<file path="config.mk">
export PLATFORM = sky130hd
export DESIGN_NAME = mc_ctrl
export DESIGN_NICKNAME = d
export VERILOG_FILES = /design/src/rtl/mips_pkg.sv /design/src/rtl/mc_ctrl.sv
export SDC_FILE = /design/constraint.sdc
export NUM_CORES = 1
export LEC_CHECK = 0
export CAP_MARGIN = 20
export CORE_MARGIN = 4
export CORE_UTILIZATION = 43
export CTS_CLUSTER_SIZE = 28
export DETAILED_ROUTE_END_ITERATION = 6
export PLACE_DENSITY = 0.76
export SETUP_SLACK_MARGIN = 0.2
export SLEW_MARGIN = 5
export SYNTH_ARGS = -nofsm -noshare
export SYNTH_HDL_FRONTEND = slang
export SYNTH_SLANG_ARGS = --single-unit
</file>
<file path="constraint.sdc">
create_clock -name clk -period 1.9 [get_ports clk]
set_clock_uncertainty 0.1 [all_clocks]
set_input_delay 0.38 -clock clk [delete_from_list [all_inputs] [get_ports clk]]
set_output_delay 0.38 -clock clk [all_outputs]
set_load 0.02 [all_outputs]
</file>
<file path="src/rtl/mips_pkg.sv">
// Shared MIPS multicycle definitions: opcodes, datapath select encodings,
// controller state enum and the per-state control decode used by mc_ctrl.
package mips_pkg;

  localparam logic [5:0] OP_RTYPE = 6'b000000;
  localparam logic [5:0] OP_LW    = 6'b100011;
  localparam logic [5:0] OP_SW    = 6'b101011;
  localparam logic [5:0] OP_BEQ   = 6'b000100;
  localparam logic [5:0] OP_BNE   = 6'b000101;
  localparam logic [5:0] OP_ADDI  = 6'b001000;
  localparam logic [5:0] OP_ANDI  = 6'b001100;
  localparam logic [5:0] OP_ORI   = 6'b001101;
  localparam logic [5:0] OP_J     = 6'b000010;

  // Must match the immediate extender's select encoding.
  localparam logic [1:0] EXT_ZERO = 2'b00;
  localparam logic [1:0] EXT_SIGN = 2'b01;

  localparam logic [1:0] ALUOP_ADD   = 2'b00;
  localparam logic [1:0] ALUOP_SUB   = 2'b01;
  localparam logic [1:0] ALUOP_FUNCT = 2'b10;
  localparam logic [1:0] ALUOP_IMM   = 2'b11;

  localparam logic [1:0] SRCB_REG   = 2'b00;
  localparam logic [1:0] SRCB_FOUR  = 2'b01;
  localparam logic [1:0] SRCB_IMM   = 2'b10;
  localparam logic [1:0] SRCB_IMMSH = 2'b11;

  localparam logic [1:0] PCSRC_ALU    = 2'b00;
  localparam logic [1:0] PCSRC_ALUOUT = 2'b01;
  localparam logic [1:0] PCSRC_JUMP   = 2'b10;

  typedef enum logic [3:0] {
    S_FETCH    = 4'd0,
    S_DECODE   = 4'd1,
    S_MEMADR   = 4'd2,
    S_MEMRD    = 4'd3,
    S_MEMWB    = 4'd4,
    S_MEMWR    = 4'd5,
    S_RTYPE_EX = 4'd6,
    S_RTYPE_WB = 4'd7,
    S_BRANCH   = 4'd8,
    S_IMM_EX   = 4'd9,
    S_IMM_WB   = 4'd10,
    S_JUMP     = 4'd11
  } state_t;

  typedef struct packed {
    logic       pcwrite;
    logic       pcwritecond;
    logic       branchne;
    logic       iord;
    logic       memread;
    logic       memwrite;
    logic       irwrite;
    logic       memtoreg;
    logic       regdst;
    logic       regwrite;
    logic       alusrca;
    logic [1:0] alusrcb;
    logic [1:0] aluop;
    logic [1:0] pcsource;
    logic [1:0] extop;
    logic       instr_done;
    logic       illegal_op;
  } ctrl_t;

  function automatic logic op_supported(input logic [5:0] op);
    case (op)
      OP_RTYPE, OP_LW, OP_SW, OP_BEQ, OP_BNE,
      OP_ADDI, OP_ANDI, OP_ORI, OP_J: op_supported = 1'b1;
      default:                        op_supported = 1'b0;
    endcase
  endfunction

  function automatic ctrl_t ctrl_decode(input state_t s, input logic [5:0] op,
                                        input logic rdy);
    ctrl_t c;
    c          = '0;
    c.alusrcb  = SRCB_REG;
    c.aluop    = ALUOP_ADD;
    c.pcsource = PCSRC_ALU;
    c.extop    = EXT_ZERO;
    case (s)
      S_FETCH: begin
        c.memread = 1'b1;
        c.alusrcb = SRCB_FOUR;
        c.irwrite = rdy;
        c.pcwrite = rdy;
      end
      S_DECODE: begin
        c.alusrcb    = SRCB_IMMSH;
        c.extop      = EXT_SIGN;
        c.illegal_op = ~op_supported(op);
      end
      S_MEMADR: begin
        c.alusrca = 1'b1;
        c.alusrcb = SRCB_IMM;
        c.extop   = EXT_SIGN;
      end
      S_MEMRD: begin
        c.memread = 1'b1;
        c.iord    = 1'b1;
      end
      S_MEMWB: begin
        c.regwrite   = 1'b1;
        c.memtoreg   = 1'b1;
        c.instr_done = 1'b1;
      end
      S_MEMWR: begin
        c.memwrite   = 1'b1;
        c.iord       = 1'b1;
        c.instr_done = rdy;
      end
      S_RTYPE_EX: begin
        c.alusrca = 1'b1;
        c.aluop   = ALUOP_FUNCT;
      end
      S_RTYPE_WB: begin
        c.regwrite   = 1'b1;
        c.regdst     = 1'b1;
        c.instr_done = 1'b1;
      end
      S_BRANCH: begin
        c.alusrca     = 1'b1;
        c.aluop       = ALUOP_SUB;
        c.pcsource    = PCSRC_ALUOUT;
        c.pcwritecond = 1'b1;
        c.branchne    = (op == OP_BNE);
        c.instr_done  = 1'b1;
      end
      S_IMM_EX: begin
        c.alusrca = 1'b1;
        c.alusrcb = SRCB_IMM;
        c.aluop   = ALUOP_IMM;
        c.extop   = (op == OP_ADDI) ? EXT_SIGN : EXT_ZERO;
      end
      S_IMM_WB: begin
        c.regwrite   = 1'b1;
        c.extop      = (op == OP_ADDI) ? EXT_SIGN : EXT_ZERO;
        c.instr_done = 1'b1;
      end
      S_JUMP: begin
        c.pcwrite    = 1'b1;
        c.pcsource   = PCSRC_JUMP;
        c.instr_done = 1'b1;
      end
      default: c = '0;
    endcase
    return c;
  endfunction

  function automatic state_t next_state(input state_t s, input logic [5:0] op,
                                        input logic rdy);
    state_t n;
    n = S_FETCH;
    case (s)
      S_FETCH: n = rdy ? S_DECODE : S_FETCH;
      S_DECODE: begin
        case (op)
          OP_RTYPE:                n = S_RTYPE_EX;
          OP_LW, OP_SW:            n = S_MEMADR;
          OP_BEQ, OP_BNE:          n = S_BRANCH;
          OP_ADDI, OP_ANDI, OP_ORI: n = S_IMM_EX;
          OP_J:                    n = S_JUMP;
          default:                 n = S_FETCH;
        endcase
      end
      S_MEMADR:   n = (op == OP_LW) ? S_MEMRD : S_MEMWR;
      S_MEMRD:    n = rdy ? S_MEMWB : S_MEMRD;
      S_MEMWR:    n = rdy ? S_FETCH : S_MEMWR;
      S_RTYPE_EX: n = S_RTYPE_WB;
      S_IMM_EX:   n = S_IMM_WB;
      default:    n = S_FETCH;
    endcase
    return n;
  endfunction

endpackage

</file>
<file path="src/rtl/mc_ctrl.sv">
// Multicycle MIPS main controller: state register, next-state/output decode
// from mips_pkg, and a retired-instruction counter.
module mc_ctrl
  import mips_pkg::*;
#(
  parameter int unsigned CNT_W = 32
) (
  input  logic             clk,
  input  logic             rst,
  input  logic [5:0]       opcode,
  input  logic             mem_ready,
  output logic             PCWrite,
  output logic             PCWriteCond,
  output logic             BranchNe,
  output logic             IorD,
  output logic             MemRead,
  output logic             MemWrite,
  output logic             IRWrite,
  output logic             MemtoReg,
  output logic             RegDst,
  output logic             RegWrite,
  output logic             ALUSrcA,
  output logic [1:0]       ALUSrcB,
  output logic [1:0]       ALUOp,
  output logic [1:0]       PCSource,
  output logic [1:0]       ExtOp,
  output logic             instr_done,
  output logic             illegal_op,
  output logic [CNT_W-1:0] instr_count
);

  state_t state, state_nx;
  ctrl_t  c;

  always_ff @(posedge clk) begin
    if (rst) begin
      state       <= S_FETCH;
      instr_count <= '0;
    end else begin
      state <= state_nx;
      if (c.instr_done) instr_count <= instr_count + 1'b1;
    end
  end

  // Reset masks every enable and pulse so nothing commits while held.
  always_comb begin
    c        = ctrl_decode(state, opcode, mem_ready);
    state_nx = next_state(state, opcode, mem_ready);
    if (rst) begin
      c.pcwrite     = 1'b0;
      c.pcwritecond = 1'b0;
      c.irwrite     = 1'b0;
      c.regwrite    = 1'b0;
      c.memwrite    = 1'b0;
      c.memread     = 1'b0;
      c.instr_done  = 1'b0;
      c.illegal_op  = 1'b0;
    end
  end

  assign PCWrite     = c.pcwrite;
  assign PCWriteCond = c.pcwritecond;
  assign BranchNe    = c.branchne;
  assign IorD        = c.iord;
  assign MemRead     = c.memread;
  assign MemWrite    = c.memwrite;
  assign IRWrite     = c.irwrite;
  assign MemtoReg    = c.memtoreg;
  assign RegDst      = c.regdst;
  assign RegWrite    = c.regwrite;
  assign ALUSrcA     = c.alusrca;
  assign ALUSrcB     = c.alusrcb;
  assign ALUOp       = c.aluop;
  assign PCSource    = c.pcsource;
  assign ExtOp       = c.extop;
  assign instr_done  = c.instr_done;
  assign illegal_op  = c.illegal_op;

endmodule

</file>
==> results.py, run 1 <==
metrics = {
    "synth": {
        "synthTopCellsByArea": "dfxtp_1 (33%), a21oi_1 (6.6%), or4_1 (4.8%)",
        "synth-edff-count": 0,
        "yosys.cell_types.count": 46,
        "ys.flop_type": "dfxtp_1",
        "syn_area_mm2": 0.00219,
        "ys_seq_area_share_pct": 32.9,
        "syn_avg_cell_area_um2": 7.73,
        "post-synth-top-area-fraction_pct": 32.9,
        "yosysTopAreaCell": "dfxtp_1",
        "synth.net_count": 293,
        "ys_seq_elements": 36,
        "synthArstFlopShare_pct": 0,
        "ys_warn_count": 0,
        "syn_inst": 283,
    },
    "placed_design": {
        "gp_congestion": 0.863,
        "place_area_mm2": 0.00347,
        "place_ws_ns": -0.854,
        "io_buffers": 60,
        "place_hpwl_um": 5270,
    },
    "floorplanning": {
        "die_w_um": 79.3,
        "fp-row-count": 25,
        "ios": 62,
        "start_util_pct": 45.4,
        "die_height_um": 79.3,
    },
    "clocking": {
        "root_buffer": "clkbuf_8",
        "cts_max_level": 2,
        "clockBufferDepth": 2,
        "cts.sinks": 36,
        "numCtsBuffers": 5,
    },
    "sta": {
        "worstEndpointType": "output port",
        "worst_endpoint": "BranchNe",
    },
    "status": {
        "firstError": "[ERROR GRT-0232] Routing congestion too high. Check the congestion heatmap in the GUI.",
        "status": "did not finish",
        "stop_stage": "5_1_grt",
    },
    "global_route": {
        "grt_max_degree": 15,
        "grtUsageTotal_pct": 82.1,
        "antenna_found_initial": 2,
        "overflow": 205,
    },
}
[per-stage QoR]
| stage | TNS (ns) | cells | utilization (%) |
|---|---|---|---|
| after global placement | -19.68 | 454 | 72.1 |
| after CTS | -1.13 | 499 | 87.4 |
| after floorplan | 0 | 283 | - |
| after detailed placement | -20.52 | 454 | 72.1 |
[what timing repair did]
action,CTS
setup endpoints to repair,88
gates resized for setup,252
hold buffers,0
buffers inserted,33
gates cloned,4
pin swaps,49
[Yosys cell counts (all sizes together), types with 2 or more instances]
library cell,number
nor3,10
buf,9
o21ai,13
and3,8
nor2b,2
xor2,5
dfxtp,36
or4,14
a31oi,2
nand2b,5
and2,2
o31ai,11
inv,5
nand2,19
clkbuf,10
nand4,16
o22ai,3
a21oi,30
xnor2,7
nor2,27
nor4,7
or3,10
o21bai,2
nor4b,2
mux2i,3
a21o,2
nand3,13
[layer usage]
layer,overflow,track usage [%]
met1,0,81.7
met2,146,103
met3,3,59.8
met4,56,87.3
met5,0,7.27
[cell families after synthesis]
family / synth area share [%]
compound gates: 19.8
xor+xnor: 4.80
fa+ha+maj: 0.572
buf+inv: 4.97
flops: 32.9
mux: 1.37
other cells: 0.171
simple gates: 35.3
==> inputs of run 2 (changes only) <==
- CORE_UTILIZATION: 43 -> 30
- CTS_CLUSTER_SIZE: 28 -> not set
- PLACE_DENSITY: 0.76 -> not set
- PLACE_DENSITY_LB_ADDON: not set -> 0.15
- SETUP_SLACK_MARGIN: 0.2 -> not set
- clock period: 1.9 -> 2.5 ns (I/O delays scaled with it)
==> run 2 against run 1 <==
The run now ends clean. Synthesized cell count is the same. Synthesized area did not move.
==> results.py, run 2 <==
metrics = {
    "status": {
        "status": "complete, no violations",
    },
    "worst_setup_path": {
        "critical-path-slowest-cell": "clkdlybuf4s50_1",
        "worstSetupPathDepth": 6,
        "cp.buffers_inverters": 3,
        "arrival_ns": 1.79,
        "rr_startpoint": "state[0]",
        "cp_data_required_time_ns": 1.90,
        "end_kind": "output pin",
        "startpoint_type": "input port",
        "reg2reg_to": "instr_count[20]",
        "rrSetupSlack_ns": 0.42,
        "crit_path_max_incr_delay_ns": 0.47,
        "r2r.worst_path.cells": 6,
        "critPathTopFamily": "buffers and inverters",
        "worstPathMaxFanout": 4,
        "path_cells": "clkdlybuf4s50_1, buf_4, o31a_1, nor3_2, nor2_1, buf_2",
        "crit_type": "in -> out",
    },
    "sta": {
        "max_freq_mhz": 418,
        "setup_violations": 0,
        "whs_ns": 0.381,
        "rsz0062_at_grt": "no",
        "fin_crit_sh_pct": 95.8,
        "hold_violations": 0,
        "relSlewSlack_pct": 65.8,
        "fin_crit_ns": 2.39,
        "worst_slew_pin_slew_ns": 0.512,
        "tns_ns": 0,
        "slew_violations": 0,
    },
    "floorplanning": {
        "ios": 62,
        "die_height_um": 93.4,
        "start_util_pct": 31.5,
        "die_w_um": 93.4,
        "fp-row-count": 30,
        "core_area_mm2": 0.00694,
        "die_area_mm2": 0.00872,
    },
    "synth": {
        "synthArstFlopShare_pct": 0,
        "synthTopCellsByCount": "dfxtp_1 (36), a21oi_1 (29), nor2_1 (27)",
        "post-synth-top-area-fraction_pct": 32.9,
        "ys.flop_type": "dfxtp_1",
        "synthTopCellsByArea": "dfxtp_1 (33%), a21oi_1 (6.6%), or4_1 (4.8%)",
        "syn_avg_cell_area_um2": 7.73,
        "synth.net_count": 293,
        "yosys.cell_types.count": 46,
        "ys_warn_count": 0,
        "ys_seq_elements": 36,
        "yosysTopAreaCell": "dfxtp_1",
        "yosysMostFrequentCell": "dfxtp_1",
        "synth-edff-count": 0,
        "syn_area_mm2": 0.00219,
        "syn_inst": 283,
        "ys_seq_area_share_pct": 32.9,
    },
    "global_route": {
        "grt_max_degree": 18,
        "grt_pass1_wl_um": 10600,
        "met1_usage_pct": 21.0,
        "top_usage_layer": "met2",
        "met2_usage_pct": 22.1,
        "first_global_vias": 2266,
        "antenna_found_initial": 0,
        "grtUsageTotal_pct": 14.9,
        "grt_use_met3_pct": 3.94,
        "overflow": 0,
    },
    "cells_and_area": {
        "drive_gt1_share_pct": 20.1,
        "layout_common_cells": "buf_4 (45), clkdlybuf4s50_1 (43), dfxtp_1 (33)",
        "fin_nets": 387,
        "reg_top3": "instr_count: 32 flops, state: 4 flops",
        "largest_register_ffs": 32,
        "regMostFlops": "instr_count",
        "final_common_cell": "buf_4",
        "area_growth_pct": 52.0,
        "diodes": 0,
        "fin_area_mm2": 0.00333,
    },
    "routing": {
        "dr.pass1.iters": 4,
        "ant_nets": 0,
        "first_iter_violations": 75,
        "routedWlPerCell_um": 14.1,
        "post_drt_via_cell_ratio": 5.10,
        "routed_wl_um": 6690,
        "vias": 2419,
        "drc_errors": 0,
    },
    "clocking": {
        "cts.sinks": 36,
        "cts.reportedPaths.clkPinSlew_ns": 0.07,
        "root_buffer": "clkbuf_8",
        "cts_max_level": 2,
        "clk_latency_ns": 0.29,
        "clockBufferDepth": 2,
        "numCtsBuffers": 5,
        "ctsHoldBuffers": 0,
        "cts_tree": "yes",
    },
    "power": {
        "finalPower_uw": 1270,
        "powerDensity_mw_per_mm2": 383,
        "p_leak_uw": 0.00123,
        "max-vdd-ir-drop_mv": 0.209,
    },
    "placed_design": {
        "gp_congestion": 0.865,
        "place_area_mm2": 0.00315,
        "io_buffers": 60,
        "place_hpwl_um": 4790,
    },
    "job": {
        "maxCapViolations": 0,
    },
    "min_path": {
        "hold_class": "reg -> reg",
        "hold_path_depth": 2,
        "worstHoldStart": "instr_count[31]",
        "hold_end": "instr_count[31]",
    },
}
-- run 2: final cells by class --
type / instances / area [µm²]
Fill cell: 698 / 3620
Multi-Input combinational cell: 224 / 1410
Timing Repair Buffer: 105 / 925
Sequential cell: 36 / 724
Tap cell: 96 / 120
Clock buffer: 7 / 96.3
Clock inverter: 1 / 30.0
Inverter: 5 / 18.8
-- run 2: cell families after synthesis --
kind of cell	share of synthesized area [%]
other cells	0.171
mux	1.37
xor+xnor	4.80
flops	32.9
buf+inv	4.97
fa+ha+maj	0.572
compound gates	19.8
simple gates	35.3
-- run 2: worst max path at each step --
stage	start	to	slack [ns]
2_1_floorplan	state[2]	BranchNe	0.19
3_3_place_gp	opcode[5]	ExtOp[0]	-0.35
3_5_place_dp	opcode[5]	ExtOp[0]	-0.36
4_1_cts	state[1]	ALUSrcB[1]	0.008
5_1_grt	opcode[5]	ExtOp[0]	0.004
6_report	opcode[0]	illegal_op	0.11
-- run 2: worst min-delay path: stages, from the launching register on --
cell and delay [ns]:
dfxtp_1 0.32, o31ai_1 0.06, a21oi_1 0.06
-- run 2: routing by layer --
metal / up-vias / share of wire (%)
li1: 1250 / -
met1: 1119 / 51
met2: 46 / 44
met3: 4 / 4.3
met4: 0 / 0.82
met5: - / 0
-- run 2: repair_timing --
| item | 4_1_cts | 5_1_grt |
|---|---|---|
| buffers inserted | 0 | 2 |
| resized for setup | 22 | 19 |
| endpoints found under the setup margin | 15 | 21 |
| cloned | 0 | 1 |
| pin swaps | 0 | 1 |
-- run 2: metrics by stage --
stage	cells	util [%]	worst slack [ns]
6_report	474	47.9	0.105
5_1_grt	474	47.9	0.00392
4_1_cts	471	47.1	0.00769
3_5_place_dp	463	45.4	-0.358
3_3_place_gp	463	45.4	-0.351
2_1_floorplan	283	-	0.193
-- run 2: report_power, final --
| group | switching (µW) | total (µW) | internal, µW |
|---|---|---|---|
| combinational | 66.8 | 126 | 59.7 |
| sequential | 3.31 | 578 | 575 |
| clock | 216 | 568 | 352 |
Power figures use the tool's default switching activity.
==> variant 1, RTL diff (settings of run 2) <==
Set the parameter `CNT_W` to 24 (it was 32).
--- a/src/rtl/mc_ctrl.sv
+++ b/src/rtl/mc_ctrl.sv
@@ -3,7 +3,7 @@
 module mc_ctrl
   import mips_pkg::*;
 #(
-  parameter int unsigned CNT_W = 32
+  parameter int unsigned CNT_W = 24
 ) (
   input  logic             clk,
   input  logic             rst,
Ports: changed (resized instr_count); port bits go from 62 to 54. No check against the original RTL was run, so the function may have changed too.
==> variant 1 against run 2 <==
Worst setup slack got worse by 0.0082 ns. Routed wire length decreased by 18%. Final area decreased by 17%. Power decreased by 31%. Global-route usage decreased by 0.98 points. Non-clock buffer count decreased by 23. Sequential power decreased by 22%. Sequential cell count decreased by 8. Synthesized area decreased by 9.0%. Critical path type unchanged.
==> variant 1: results (changes against run 2) <==
metric,value,unit,change
num-nets-final,331,,was 387
yosys-top-cells-count,"nor2_1 (30), dfxtp_1 (28), nor2b_1 (22)",,"was dfxtp_1 (36), a21oi_1 (29), nor2_1 (27)"
dr.first_iter.drc_count,64,,was 75
fillerInstances,666,,was 698
min-delay-start,instr_count[16]$_SDFFE_PP0P_,,was instr_count[31]$_SDFFE_PP0P_
r2r-end,instr_count[23]$_SDFFE_PP0P_,,was instr_count[20]$_SDFFE_PP0P_
avgSynthCellArea,7.81,µm²,was 7.73 µm²
drt_first_pass_iters,4,,unchanged
drive_gt1_share,20.6,%,was 20.1%
io_buffers,52,,was 60
htreeDepth,1,,was 2
place_inst,392,,was 463
synth.distinct_cells,44,,was 46
whs_endpoint,instr_count[16]$_SDFFE_PP0P_,,was instr_count[31]$_SDFFE_PP0P_
top_regs,"instr_count (24), state (4)",,"was instr_count (32), state (4)"
wire_per_inst,13.7,µm,was 14.1 µm
rr_startpoint,instr_count[2]$_SDFFE_PP0P_,,was state[0]$_SDFF_PP0_
grt_pass1_vias,1911,,"was 2,266"
grt_max_degree,23,,was 18
hold_slack,0.458,ns,was 0.381 ns
status,"finished, final reports clean",,unchanged
critical_path.max_fanout,2,,was 4
place.gp.congestion,0.769,,was 0.865
max-vdd-ir-drop,0.157,mV,was 0.209 mV
r2r_slack,0.34,ns,was 0.42 ns
hpwl,4110,µm,was 4790 µm
grt_pass1_wl,8990,µm,"was 10,600 µm"
fin_cells,397,,was 474
synth_area_leaders,"dfxtp_1 (28%), mux2_2 (12%), nor2b_1 (6.9%), nor4_1 (6.0%), nor2_1 (5.7%)",,"was dfxtp_1 (33%), a21oi_1 (6.6%), or4_1 (4.8%), nor2_1 (4.6%), nand4_1 (4.3%)"
r2r.worst_path.cells,4,,was 6
clock_path_buffers,2,,unchanged
critPathArrivalTime,1.80,ns,
synth_nets,265,,was 293
path_clk_slew,0.10,ns,was 0.07 ns
grt_usage,13.9,%,was 14.9%
==> variant 1: metal layers <==
| layer | track usage [%] | wire length [µm] |
|---|---|---|
| met2 | 22.3 | 2510 |
| met3 | 2.58 | 233 |
| met1 | 19.7 | 2680 |
| met5 | 0 | 0 |
| met4 | 2.44 | 40 |
==> variant 1: worst max-delay path by stage <==
stage,depth (start not counted),slack (ns),to,start
after floorplan,3,0.38,ExtOp[0],opcode[0]
after global placement,5,-0.41,ExtOp[0],opcode[0]
after detailed placement,5,-0.44,ExtOp[0],opcode[0]
after CTS,7,-0.02,illegal_op,opcode[1]
after global routing,3,0.001,ALUOp[1],state[3]$_SDFF_PP0_
final,5,0.1,PCWrite,rst
==> variant 1: logic make-up (layout without fill, tap and decap cells) <==
logic type / Yosys count / in the layout / synth area share, %
fa+ha+maj: 1 / 1 / 0.628
buf+inv: 28 / 93 / 7.10
compound gates: 41 / 41 / 12.7
simple gates: 134 / 134 / 38.9
flops: 28 / 28 / 28.1
mux: 22 / 22 / 12.4
other cells: 1 / 1 / 0.188
==> variant 1: cell type report <==
class	count	area [µm²]	area share [%]
inverter	7	26.3	0.946
multi-input combinational	199	1310	47.3
sequential	28	561	20.2
clock buffer	4	55.1	1.98
timing repair buffer	82	726	26.1
tap	77	96.3	3.47
==> variant 1: worst max-delay path, stage by stage <==
cell and delay [ns]:
clkdlybuf4s50_1 0.46, nor3_2 0.16, and4_1 0.25, a21o_1 0.09
dlygate4sd2_1 0.33
==> variant 1: metrics by stage <==
step	TNS, ns	power, µW	setup slack (ns)
finish	0	873	0.0972
global route	0	910	0.00116
CTS	-0.0190	884	-0.0190
global placement	-3.30	593	-0.405
floorplan	0	526	0.375
detailed placement	-3.47	594	-0.444
==> variant 1: repair_timing <==
item / in CTS / in global routing
buffers inserted: 0 / 1
setup endpoints to repair: 13 / 5
pin swaps: 0 / 1
gates resized for setup: 22 / 8
==> variant 1: power breakdown <==
part | leakage, µW | switching, µW | internal (µW)
Combinational | 0.000858 | 71.5 | 59.3
Sequential | 0.000226 | 1.84 | 448
Clock | 0.0000288 | 151 | 141
Total | 0.00111 | 224 | 648
==> variant 2, RTL diff (config.mk and constraints of run 2) <==
Without the edit above. Register the output `instr_count` once more; this adds one clock of latency there. The other outputs are not delayed to match.
--- a/src/rtl/mc_ctrl.sv
+++ b/src/rtl/mc_ctrl.sv
@@ -29,16 +29,18 @@
   output logic [CNT_W-1:0] instr_count
 );
 
+  logic [CNT_W-1:0] instr_count_s0;
+
   state_t state, state_nx;
   ctrl_t  c;
 
   always_ff @(posedge clk) begin
     if (rst) begin
       state       <= S_FETCH;
-      instr_count <= '0;
+      instr_count_s0 <= '0;
     end else begin
       state <= state_nx;
-      if (c.instr_done) instr_count <= instr_count + 1'b1;
+      if (c.instr_done) instr_count_s0 <= instr_count_s0 + 1'b1;
     end
   end
 
@@ -76,5 +78,9 @@
   assign instr_done  = c.instr_done;
   assign illegal_op  = c.illegal_op;
 
+  always_ff @(posedge clk) begin
+    instr_count <= instr_count_s0;
+  end
+
 endmodule
 
Check against the original RTL: not equivalent (a bounded check fails within 4 cycles, from zero or initial values and one cycle with rst high).
==> variant 2 against run 2 <==
Combinational power rose by 8%. Worst setup slack got worse by 0.012 ns. Synthesized area rose by 31%. First-iteration DRC count rose by 75%. Critical path depth fell by 1. Count of clock-buffer cells in the layout rose by 4. Register-to-register slack improved by 0.03 ns. Clock power rose by 54%. Final area rose by 23%. Routed wire length rose by 3.4%. Power rose by 65%. Sequential cell count rose by 32.
==> variant 2: results (changes against run 2) <==
metric,value,unit,change
yosys-top-cells-count,"dfxtp_1 (68), nor2_1 (39), a21oi_1 (21)",,"was dfxtp_1 (36), a21oi_1 (29), nor2_1 (27)"
grt_usage,12.8,%,was 14.9%
min-delay-start,instr_count_s0[23]$_SDFFE_PP0P_,,was instr_count[31]$_SDFFE_PP0P_
grt_pass1_wl,11600,µm,"was 10,600 µm"
r2r.worst_path.cells,7,,was 6
status,"finished, final reports clean",,unchanged
critPathArrivalTime,1.81,ns,was 1.79 ns
synth_area_leaders,"dfxtp_1 (47%), nor2_1 (5.1%), xor2_1 (4.0%), a21oi_1 (3.7%), nand2_1 (2.6%)",,"was dfxtp_1 (33%), a21oi_1 (6.6%), or4_1 (4.8%), nor2_1 (4.6%), nand4_1 (4.3%)"
wl,6910,µm,was 6690 µm
routed_via_density,4.60,,was 5.10
drive_gt1_share,20.2,%,was 20.1%
dr.first_iter.drc_count,131,,was 75
cts_buffers,9,,was 5
max-vdd-ir-drop,0.235,mV,was 0.209 mV
whs_endpoint,instr_count[23]$_DFF_P_,,was instr_count[31]$_SDFFE_PP0P_
max_stage_delay,0.51,ns,was 0.47 ns
grt_max_degree,16,,was 18
clk_latency,0.34,ns,was 0.29 ns
worst_pin_slew,0.551,ns,was 0.512 ns
hold_depth,0,,was 2
r2r_slack,0.45,ns,was 0.42 ns
fillerInstances,953,,was 698
htreeDepth,3,,was 2
synth_nets,331,,was 293
hpwl,5070,µm,was 4790 µm
place.gp.congestion,0.860,,was 0.865
grt_pass1_vias,2467,,"was 2,266"
num-nets-final,426,,was 387
[variant 2: report_power, final]
part | switching, µW | internal, µW | leakage (µW) | total [µW]
sequential | 3.16 | 1080 | 0.000549 | 1090
combinational | 71.4 | 64.6 | 0.000950 | 136
clock | 395 | 481 | 0.0000914 | 875
total | 469 | 1630 | 0.00159 | 2100
[variant 2: worst max-delay path by stage]
stage                             start          to  slack [ns]  depth (start not counted)
floorplan                     opcode[1]    ExtOp[0]        0.20                          4
global placement              opcode[2]    ExtOp[0]       -0.51                          6
detailed placement            opcode[2]    ExtOp[0]       -0.56                          6
CTS                           opcode[0]  illegal_op       0.006                          7
global route        state[0]$_SDFF_PP0_  instr_done       0.008                          6
finish                              rst     PCWrite        0.09                          5
[variant 2: worst register-to-register path, stage by stage, from the launching register on]
cell	delay (ns)
dfxtp_1	0.36
buf_4	0.17
nor2b_2	0.15
buf_4	0.16
a21oi_2	0.29
nand3_2	0.17
or4_1	0.43
a21oi_1	0.14
[variant 2: per-layer routing]
| metal | GRT usage (%) | up-vias | wire length (µm) | part of all wire [%] |
|---|---|---|---|---|
| met5 | 0 | - | 0 | 0 |
| met4 | 5.55 | 0 | 123 | 1.8 |
| met3 | 3.74 | 15 | 324 | 4.7 |
| met2 | 21.0 | 52 | 3270 | 47 |
| met1 | 15.5 | 1142 | 3200 | 46 |
| li1 | - | 1317 | - | - |
[variant 2: logic make-up after synthesis]
family          count (synthesis)  synth area share, %
other cells                     1                0.131
simple gates                  137                 26.9
buf+inv                        35                 5.71
fa+ha+maj                       1                0.435
compound gates                 58                 12.9
mux                             3                 1.05
flops                          68                 47.4
xor+xnor                       18                 5.49
[variant 2: layout make-up]
| cell class | instances | area, µm² | share of cell area [%] |
|---|---|---|---|
| Multi-Input combinational cell | 218 | 1390 | 34.0 |
| Sequential cell | 68 | 1360 | 33.3 |
| Timing Repair Buffer | 103 | 922 | 22.5 |
| Tap cell | 129 | 161 | 3.94 |
| Clock buffer | 11 | 141 | 3.46 |
| Inverter | 16 | 60.1 | 1.47 |
| Clock inverter | 4 | 50.0 | 1.22 |
[variant 2: through the flow]
stage                     instance area, µm²  setup WS, ns  cells  hold WS [ns]
after global placement                  3840        -0.510    530         0.270
final                                   4090        0.0931    549         0.279
after detailed placement                3840        -0.556    530         0.270
after CTS                               4050       0.00650    549         0.280
after floorplan                         2870         0.198    321         0.251
after global routing                    4090       0.00796    549         0.287
[variant 2: repair_timing]
action | 4_1_cts | 5_1_grt
setup buffers | 4 | 0
setup endpoints to repair | 18 | 9
gates resized for setup | 25 | 16
pin swaps | 1 | 2
